### src/rtl/packet_pkg.sv
// Shared packet definitions for the 4-port switch: address/payload widths,
// the packed packet word stored by every ingress FIFO, and the self-address test.
package packet_pkg;

   localparam int ADDR_WIDTH = 2;
   localparam int DATA_WIDTH = 8;

   typedef struct packed {
      logic [ADDR_WIDTH-1:0] source;
      logic [ADDR_WIDTH-1:0] target;
      logic [DATA_WIDTH-1:0] data;
   } pkt_t;

   localparam int PKT_WIDTH = $bits(pkt_t);

   // True when a packet is addressed back to the port it arrived on.
   function automatic logic is_self_addressed(
      input logic [ADDR_WIDTH-1:0] target,
      input logic [ADDR_WIDTH-1:0] port_id
   );
      return (target == port_id);
   endfunction

endpackage

### src/rtl/switch_port_fifo.sv
// Packet FIFO for one switch ingress port. Holds DEPTH pkt_t words with
// naturally wrapping pointers and an occupancy counter. The head packet is
// kept in a register that is loaded with the entry that will be at the head
// after this cycle's push/pop, so the outputs are registered and a packet
// pushed into an empty queue appears one cycle later (no fall-through).
module switch_port_fifo
   import packet_pkg::*;
#(
   parameter int DEPTH = 4
) (
   input  logic                       clk,
   input  logic                       rst_n,
   input  logic                       i_push,
   input  logic                       i_pop,
   input  pkt_t                       i_din,
   output pkt_t                       o_head,
   output logic                       o_full,
   output logic                       o_empty,
   output logic [$clog2(DEPTH+1)-1:0] o_count
);

   localparam int PTR_W = $clog2(DEPTH);
   localparam int OCC_W = $clog2(DEPTH+1);
   localparam logic [PTR_W-1:0] PTR_ONE = PTR_W'(1'b1);
   localparam logic [OCC_W-1:0] OCC_ONE = OCC_W'(1'b1);
   localparam logic [OCC_W-1:0] OCC_ZERO = {OCC_W{1'b0}};
   localparam logic [OCC_W-1:0] OCC_FULL = OCC_W'(DEPTH);

   pkt_t             r_mem [DEPTH];
   logic [PTR_W-1:0] r_wr_ptr;
   logic [PTR_W-1:0] r_rd_ptr;
   logic [OCC_W-1:0] r_count;
   pkt_t             r_head;

   logic             w_push_ok;
   logic             w_pop_ok;
   logic [PTR_W-1:0] w_rd_next;
   logic [OCC_W-1:0] w_count_left;
   logic [OCC_W-1:0] w_count_next;
   pkt_t             w_head_next;

   assign o_full   = (r_count == OCC_FULL);
   assign o_empty  = (r_count == OCC_ZERO);
   assign o_count  = r_count;
   assign o_head   = r_head;

   assign w_push_ok = i_push & ~o_full;
   assign w_pop_ok  = i_pop & ~o_empty;

   // Next read pointer, next occupancy and the packet that will sit at the head.
   always_comb begin
      w_rd_next    = r_rd_ptr;
      w_count_next = r_count;
      w_head_next  = '0;
      if (w_pop_ok) begin
         w_rd_next    = r_rd_ptr + PTR_ONE;
         w_count_left = r_count - OCC_ONE;
      end else begin
         w_rd_next    = r_rd_ptr;
         w_count_left = r_count;
      end
      case ({w_push_ok, w_pop_ok})
         2'b10:   w_count_next = r_count + OCC_ONE;
         2'b01:   w_count_next = r_count - OCC_ONE;
         default: w_count_next = r_count;
      endcase
      // Entries already stored win; a push only becomes head when nothing older remains.
      if (w_count_left != OCC_ZERO) begin
         w_head_next = r_mem[w_rd_next];
      end else if (w_push_ok) begin
         w_head_next = i_din;
      end else begin
         w_head_next = '0;
      end
   end

   // Storage array: written on push only, contents deliberately not reset.
   always_ff @(posedge clk) begin
      if (w_push_ok) begin
         r_mem[r_wr_ptr] <= i_din;
      end
   end

   // Pointers, occupancy and the registered head packet.
   always_ff @(posedge clk or negedge rst_n) begin
      if (!rst_n) begin
         r_wr_ptr <= {PTR_W{1'b0}};
         r_rd_ptr <= {PTR_W{1'b0}};
         r_count  <= {OCC_W{1'b0}};
         r_head   <= '0;
      end else begin
         if (w_push_ok) begin
            r_wr_ptr <= r_wr_ptr + PTR_ONE;
         end
         r_rd_ptr <= w_rd_next;
         r_count  <= w_count_next;
         r_head   <= w_head_next;
      end
   end

endmodule

### src/rtl/switch_port_ingress.sv
// Ingress buffer for one port of the 4-port switch. Accepts packets on a
// valid/ready stream, filters self-addressed packets, optionally drops on a
// full queue instead of backpressuring, counts drops (saturating) and hands
// the queued packets to the fabric on a second valid/ready stream.
module switch_port_ingress
   import packet_pkg::*;
#(
   parameter logic [ADDR_WIDTH-1:0] PORT_ID      = 2'd0,
   parameter int                    DEPTH        = 4,
   parameter int                    DROP_ON_FULL = 0,
   parameter int                    DROP_SELF    = 1,
   parameter int                    CNT_WIDTH    = 16
) (
   input  logic                       clk,
   input  logic                       rst_n,
   input  logic                       in_valid,
   output logic                       in_ready,
   input  logic [ADDR_WIDTH-1:0]      in_source,
   input  logic [ADDR_WIDTH-1:0]      in_target,
   input  logic [DATA_WIDTH-1:0]      in_data,
   output logic                       out_valid,
   input  logic                       out_ready,
   output logic [ADDR_WIDTH-1:0]      out_source,
   output logic [ADDR_WIDTH-1:0]      out_target,
   output logic [DATA_WIDTH-1:0]      out_data,
   output logic [$clog2(DEPTH+1)-1:0] occupancy,
   output logic [CNT_WIDTH-1:0]       drop_cnt
);

   localparam logic [CNT_WIDTH-1:0] CNT_MAX = {CNT_WIDTH{1'b1}};
   localparam logic [CNT_WIDTH-1:0] CNT_ONE = CNT_WIDTH'(1'b1);

   pkt_t                 w_in_pkt;
   pkt_t                 w_head;
   logic                 w_full;
   logic                 w_empty;
   logic                 w_accept;
   logic                 w_self;
   logic                 w_write;
   logic                 w_drop;
   logic                 w_read;
   logic [CNT_WIDTH-1:0] r_drop_cnt;

   assign w_in_pkt = '{source: in_source, target: in_target, data: in_data};

   // in_ready looks only at the registered occupancy, never at out_ready.
   assign in_ready = (DROP_ON_FULL != 0) ? 1'b1 : ~w_full;

   // Accept/filter/drop decision for the packet offered this cycle.
   always_comb begin
      w_accept = in_valid & in_ready;
      w_self   = 1'b0;
      w_write  = 1'b0;
      w_drop   = 1'b0;
      if (DROP_SELF != 0) begin
         w_self = is_self_addressed(in_target, PORT_ID);
      end else begin
         w_self = 1'b0;
      end
      // "full" is the registered state, so a same-cycle read does not rescue a drop.
      w_write = w_accept & ~w_self & ~w_full;
      w_drop  = w_accept & ~w_write;
   end

   assign out_valid  = ~w_empty;
   assign w_read     = out_valid & out_ready;
   assign out_source = w_head.source;
   assign out_target = w_head.target;
   assign out_data   = w_head.data;
   assign drop_cnt   = r_drop_cnt;

   switch_port_fifo #(
      .DEPTH (DEPTH)
   ) u_fifo (
      .clk     (clk),
      .rst_n   (rst_n),
      .i_push  (w_write),
      .i_pop   (w_read),
      .i_din   (w_in_pkt),
      .o_head  (w_head),
      .o_full  (w_full),
      .o_empty (w_empty),
      .o_count (occupancy)
   );

   // Saturating count of discarded packets (full queue or self-addressed).
   always_ff @(posedge clk or negedge rst_n) begin
      if (!rst_n) begin
         r_drop_cnt <= {CNT_WIDTH{1'b0}};
      end else if (w_drop && (r_drop_cnt != CNT_MAX)) begin
         r_drop_cnt <= r_drop_cnt + CNT_ONE;
      end
   end

endmodule
### config.mk
export PLATFORM = sky130hd
export DESIGN_NAME = switch_port_ingress
export DESIGN_NICKNAME = d
export VERILOG_FILES = /design/src/rtl/packet_pkg.sv /design/src/rtl/switch_port_fifo.sv /design/src/rtl/switch_port_ingress.sv
export SDC_FILE = /design/constraint.sdc
export NUM_CORES = 1
export LEC_CHECK = 0
export ABC_AREA = 1
export CAP_MARGIN = 20
export CORE_MARGIN = 2
export CORE_UTILIZATION = 55
export DETAILED_ROUTE_END_ITERATION = 10
export HOLD_SLACK_MARGIN = 0.06
export PLACE_DENSITY = 0.79
export SLEW_MARGIN = 20
export SYNTH_ARGS = -nofsm -noshare
export SYNTH_HDL_FRONTEND = slang
export SYNTH_SLANG_ARGS = --single-unit
### constraint.sdc
create_clock -name clk -period 5 [get_ports clk]
set_clock_uncertainty 0.15 [all_clocks]
set_input_delay 1.5 -clock clk [delete_from_list [all_inputs] [get_ports clk]]
set_output_delay 1.5 -clock clk [all_outputs]
set_load 0.01 [all_outputs]
==> flow_summary.toml, run 1 <==
[placed_design]
dp_hpwl_mm = 5.539
portBuffers = 48
post_dp_cell_area_um2 = 4473
gpl.final_weighted_congestion = 0.8447
dp_worst_setup_slack_ns = 1.331

[hold_path]
whs_path_depth = 2
hold_path_end = "u_fifo.o_count[1]"
hp-class = "reg -> reg"
min-delay-start = "u_fifo.o_count[1]"

[floorplan]
row_count = 30
initial_core_utilization = 0.5740
io_pins = 49
floorplan.die.width_um = 88.67
die_h_um = 88.67
die_area_um2 = 7861
floorplan.core_area_um2 = 6869

[critical_path]
critPathKind = "reg -> out"
ff2ff_setup_slack_ns = 2.59
regToRegStartpoint = "u_fifo.o_count[0]"
required_ns = 3.35
critPathCaptureType = "output pin"
cp.arrival_ns = 1.87
crit_path_start_kind = "register"
worst-path-max-fanout = 5
reg2reg_depth = 8
crit-reg2reg-capture = "u_fifo.o_head[11]"

[power]
total_switching_power_mw = 1.001
power.clock.fraction = 0.184
power.density_nw_per_um2 = 547.6
vdd_ir_drop_max_mv = 0.2475
static-leakage-power_nw = 1.961
power.share.combinational = 0.421
seq_power_share = 0.395
sw_frac_of_total = 0.3919
internal-power_mw = 1.553

[synthesis]
postSynthAreaPerCell_um2 = 10.01
async_flop_share = 0.4217
synthesis_stage_register_bit_count = 83
yosysWarnings = 0
synth_edf_count = 48
yosys.area.top_type = "sky130_fd_sc_hd__edfxtp_1"
synth_seq_area_share = 0.5877
yosysMostFrequentCell = "sky130_fd_sc_hd__nand2_1"
synth.cell_area_um2 = 3943
yosys-top-cells-count = "sky130_fd_sc_hd__nand2_1, sky130_fd_sc_hd__nand3_1, sky130_fd_sc_hd__edfxtp_1"
yosys_most_used_dff = "sky130_fd_sc_hd__edfxtp_1"
synth_top_area_share = 0.3656
syn_inst = 394
synth_fp_nets = 419
yosys-top-cells-area = "sky130_fd_sc_hd__edfxtp_1, sky130_fd_sc_hd__dfrtp_1, sky130_fd_sc_hd__nand2_1"
yosys.cell_types.count = 24

[sta]
max_freq_mhz = 283.9
max_slew.worst_pin.slew_ns = 0.7949
timing.final.crit_share = 0.7044
setup_slack_ns = 1.478
final-max-slew-violation-count = 0
maxSlewHeadroom = 0.4701
setup_viol = 0
rsz0062_at_grt = "false"
timing_hold_violations_final = 0
final.setup.tns_ns = 0
period_needed_ns = 3.522

[detailed_routing]
route.vias.total = 2982
viasPerCell = 5.462
firstDrtPassIters = 4
drc = 0
wirelength_mm = 8.396
dr.first_iter.drc_count = 305
antenna_left = 0
routed_len_inst_um = 15.38

[clock_tree]
ctsRootBufferMaster = "sky130_fd_sc_hd__clkbuf_8"
htree_levels = 3
cts.hold.buffers_added = 0
cts_tree = "built"
clock-sinks = 83
maximum_buffer_depth_of_the_clock_tree = 2
numCtsBuffers = 9
worst_skew_pair.late_latency_ns = 0.35
postCtsSetupBuffers = 0
worst_setup_hold_path_clk_slew_ns = 0.08
cells_resized_by_post_cts_repair = 0

[cells_and_area]
layout-drive-gt1-share = 0.09333
finalInstanceArea_um2 = 4663
antennaDiodeCount = 0
finish.utilization = 0.6789
area.growth.synth_to_final_pct = 18.28
finish.net_count = 470

[grt]
grt_remaining_overflow = 0
grt_pass1_wl_mm = 13.28
largest_net_degree_at_the_start_of_global_routing = 36
grt_use_total = 0.2259
number_of_antenna_violations_at_the_first_check_in_global_routing = 0
first_global_vias = 2726

[job]
cap_viol_max_count = 0

[status]
outcome = "completed"
-- per-stage QoR --
step | cells | hold WS [ns] | power [mW]
after floorplan | 394 | 0.3436 | 1.733
after global placement | 530 | 0.3749 | 2.046
after detailed placement | 530 | 0.3808 | 2.094
after CTS | 546 | 0.3991 | 2.561
after global routing | 546 | 0.4232 | 2.713
final | 546 | 0.4040 | 2.554
-- how the worst max path moves through the flow --
stage / slack, ns / endpoint / cells after the start / startpoint
after detailed placement: 1.33 / u_fifo.o_head[11] / 7 / out_ready
after global placement: 1.42 / u_fifo.o_head[7] / 7 / out_ready
after floorplan: 1.96 / u_fifo.r_mem[0][0] / 4 / in_target[1]
after global routing: 1.36 / out_valid / 4 / u_fifo.o_count[0]
after CTS: 1.46 / out_valid / 4 / u_fifo.o_count[0]
final: 1.48 / out_valid / 4 / u_fifo.o_count[0]
-- registers in the layout, summed over array words and instances (netlist names) --
name,count
u_fifo.r_mem,48
drop_cnt,16
u_fifo.o_head,12
u_fifo.o_count,3
u_fifo.r_rd_ptr,2
u_fifo.r_wr_ptr,2
-- worst max-delay path, stage by stage (launching register included) --
cell                              delay, ns
sky130_fd_sc_hd__dfrtp_1               0.45
sky130_fd_sc_hd__inv_1                 0.11
sky130_fd_sc_hd__ha_1                  0.30
sky130_fd_sc_hd__nand2_4               0.13
sky130_fd_sc_hd__clkdlybuf4s50_1       0.54
-- layer usage --
| layer | global-route usage | up-vias | part of all wire |
|---|---|---|---|
| li1 | - | 1414 | - |
| met1 | 0.3108 | 1443 | 0.43 |
| met2 | 0.3487 | 103 | 0.49 |
| met3 | 0.04757 | 22 | 0.055 |
| met4 | 0.09917 | 0 | 0.029 |
| met5 | 0 | - | 0 |
-- cell type report --
class	count	area, um^2
sequential	83	2317
clock inverter	7	66.31
multi-input combinational	265	1399
clock buffer	9	123.9
tap	96	120.1
inverter	33	123.9
timing repair buffer	53	513.0
fill	509	2206
-- cells by family after synthesis --
| family | count (synthesis) | synth area share |
|---|---|---|
| fa+ha+maj | 9 | 0.02856 |
| compound gates | 9 | 0.01587 |
| flops | 83 | 0.5877 |
| buf+inv | 46 | 0.05744 |
| xor+xnor | 17 | 0.03777 |
| simple gates | 230 | 0.2726 |
-- power by group through the flow --
stage          clock (mW)  combinational, mW  sequential, mW
2_1_floorplan           0              0.693            1.04
3_3_place_gp            0               1.03            1.02
3_5_place_dp            0               1.07            1.02
4_1_cts             0.475               1.08            1.01
5_1_grt             0.508               1.18            1.02
6_report            0.470               1.08            1.01
-- placed cells by master, fill, tap and decap left out, types with 7 or more instances in the layout --
cell type / synthesis / final
sky130_fd_sc_hd__clkbuf_8: 0 / 9
sky130_fd_sc_hd__clkdlybuf4s50_1: 0 / 47
sky130_fd_sc_hd__dfrtp_1: 35 / 35
sky130_fd_sc_hd__edfxtp_1: 48 / 48
sky130_fd_sc_hd__ha_1: 9 / 9
sky130_fd_sc_hd__inv_1: 29 / 29
sky130_fd_sc_hd__nand2_1: 108 / 108
sky130_fd_sc_hd__nand3_1: 76 / 76
sky130_fd_sc_hd__nand4_1: 7 / 7
sky130_fd_sc_hd__nor2_1: 19 / 19
sky130_fd_sc_hd__o21ai_0: 7 / 7
sky130_fd_sc_hd__xnor2_1: 9 / 9
sky130_fd_sc_hd__xor2_1: 8 / 8
Power figures use the tool's default switching activity.
==> inputs of run 2 (changes only) <==
CORE_UTILIZATION = 50   (was 55)
PLACE_DENSITY = 0.76   (was 0.79)
clock period = 2.9 ns   (was 5 ns; I/O delays follow)
==> flow_summary.toml, run 2 (same netlist as run 1, synthesis figures left out) <==
[power]
power.total_mw = 4.513
power.density_nw_per_um2 = 952.0
static-leakage-power_nw = 1.987
vdd_ir_drop_max_mv = 0.4801

[detailed_routing]
wirelength_mm = 8.128
antenna_left = 0
highest-signal-layer = "met4"
wl_met2_mm = 4.099
met3WireLength_um = 578
drc = 0
dr.first_iter.drc_count = 186
viasPerCell = 5.344
route.vias.total = 2971
routed_len_inst_um = 14.62
drt-met1-wl_mm = 3.348
firstDrtPassIters = 5

[critical_path]
critPathKind = "reg -> out"
cp.arrival_ns = 1.77
crit_path_start_kind = "register"
required_ns = 1.88
worst-path-max-fanout = 5
critPathCaptureType = "output pin"

[clock_tree]
clock-sinks = 83
htree_levels = 3
cts_tree = "built"
cts.hold.buffers_added = 0
numCtsBuffers = 9
maximum_buffer_depth_of_the_clock_tree = 2
ctsRootBufferMaster = "sky130_fd_sc_hd__clkbuf_8"
worst_setup_hold_path_clk_slew_ns = 0.09
worst_skew_pair.late_latency_ns = 0.35

[status]
outcome = "completed"

[placed_design]
portBuffers = 48
dp_hpwl_mm = 5.390
gpl.final_weighted_congestion = 0.9244
post-place-cells = 540
post_dp_cell_area_um2 = 4511

[floorplan]
initial_core_utilization = 0.5129
floorplan.die.width_um = 92.80
die_area_um2 = 8611
io_pins = 49
die_h_um = 92.80
floorplan.core_area_um2 = 7687
row_count = 32

[sta]
max_slew.worst_pin.slew_ns = 0.8171
maxSlewHeadroom = 0.4553
setup_viol = 0
timing.final.crit_share = 0.9605
final-max-slew-violation-count = 0
timing_hold_violations_final = 0
rsz0062_at_grt = "false"
max_freq_mhz = 359.0
period_needed_ns = 2.786

[grt]
grt_use_total = 0.2001
largest_net_degree_at_the_start_of_global_routing = 36
number_of_antenna_violations_at_the_first_check_in_global_routing = 0
grt_pass1_wl_mm = 13.14
grt_remaining_overflow = 0
first_global_vias = 2772

[cells_and_area]
largest_register_ffs = 48
finalInstanceArea_um2 = 4741
finish.cell_count_without_fillers = 556
mostFrequentLayoutCells = "sky130_fd_sc_hd__nand2_1, sky130_fd_sc_hd__nand3_1, sky130_fd_sc_hd__edfxtp_1, sky130_fd_sc_hd__clkdlybuf4s50_1, sky130_fd_sc_hd__dfrtp_1"
antennaDiodeCount = 0
finish.net_count = 474
layout-drive-gt1-share = 0.1057
area.growth.synth_to_final_pct = 20.25
largest_register = "u_fifo.r_mem"
most_common_library_cell_in_the_layout_ignoring_fill_and_taps = "sky130_fd_sc_hd__nand2_1"

[job]
cap_viol_max_count = 0

[hold_path]
hp-class = "reg -> reg"
## run 2: cell count changes in the layout (fill, tap and decap cells not counted), sizes merged
cell,delta
buf,+4
clkinv,-5
bufinv,+1
inv,+1
clkinvlp,+1
clkbuf,+2
## run 2: worst paths after layout
path	slack (ns)	cells past startpoint	endpoint	start
setup / recovery	0.11	4	in_ready	u_fifo.o_count[0]
setup reg to reg	0.55	8	u_fifo.o_head[4]	u_fifo.o_count[0]
min in group asynchronous	0.46	1	drop_cnt[11]	rst_n
max in group asynchronous	1.58	1	u_fifo.o_count[0]	rst_n
hold reg to reg	0.39	1	u_fifo.r_wr_ptr[0]	u_fifo.r_wr_ptr[0]
hold / removal	0.39	1	u_fifo.r_wr_ptr[0]	u_fifo.r_wr_ptr[0]
## run 2: metrics by stage
stage          TNS [ns]  setup WS, ns    util  hold slack [ns]
2_1_floorplan         0        0.3718       -           0.3436
3_3_place_gp          0       0.08619  0.5868           0.3654
4_1_cts               0       0.03020  0.6164           0.3887
3_5_place_dp   -0.03209      -0.03209  0.5868           0.3763
5_1_grt               0       0.02518  0.6167           0.4191
6_report              0        0.1144  0.6167           0.3884
## run 2: per-layer routing
layer,track usage,up-vias
met5,0,-
met2,0.3357,115
li1,-,1417
met1,0.2469,1427
met3,0.05696,12
met4,0.07230,0
## run 2: where the power goes
part / switching [mW] / total [mW] / internal, mW / leakage [nW]
combinational: 1.08 / 1.84 / 0.764 / 0.997
clock: 0.413 / 0.928 / 0.515 / 0.111
sequential: 0.191 / 1.74 / 1.55 / 0.879
total: 1.68 / 4.51 / 2.83 / 1.99
## run 2: what timing repair did
| item | CTS | global route |
|---|---|---|
| gates resized for setup | 1 | 1 |
| setup endpoints to repair | 2 | 2 |
| setup buffers | 0 | 0 |
## run 2: final cells by class
| class | count | area (um^2) |
|---|---|---|
| clock inverters | 5 | 85.08 |
| fillers | 623 | 2947 |
| flip-flops and latches | 83 | 2318 |
| inverters | 33 | 123.9 |
| multi-input cells | 265 | 1401 |
| clock buffers | 11 | 141.4 |
| well taps | 102 | 127.6 |
| repair buffers | 57 | 543.0 |
## run 2: critical path: stages, from the launching register on
cell and delay, ns:
sky130_fd_sc_hd__dfrtp_2 0.45, sky130_fd_sc_hd__inv_1 0.12, sky130_fd_sc_hd__ha_2 0.26, sky130_fd_sc_hd__nand2_2 0.09, sky130_fd_sc_hd__clkdlybuf4s50_1 0.49
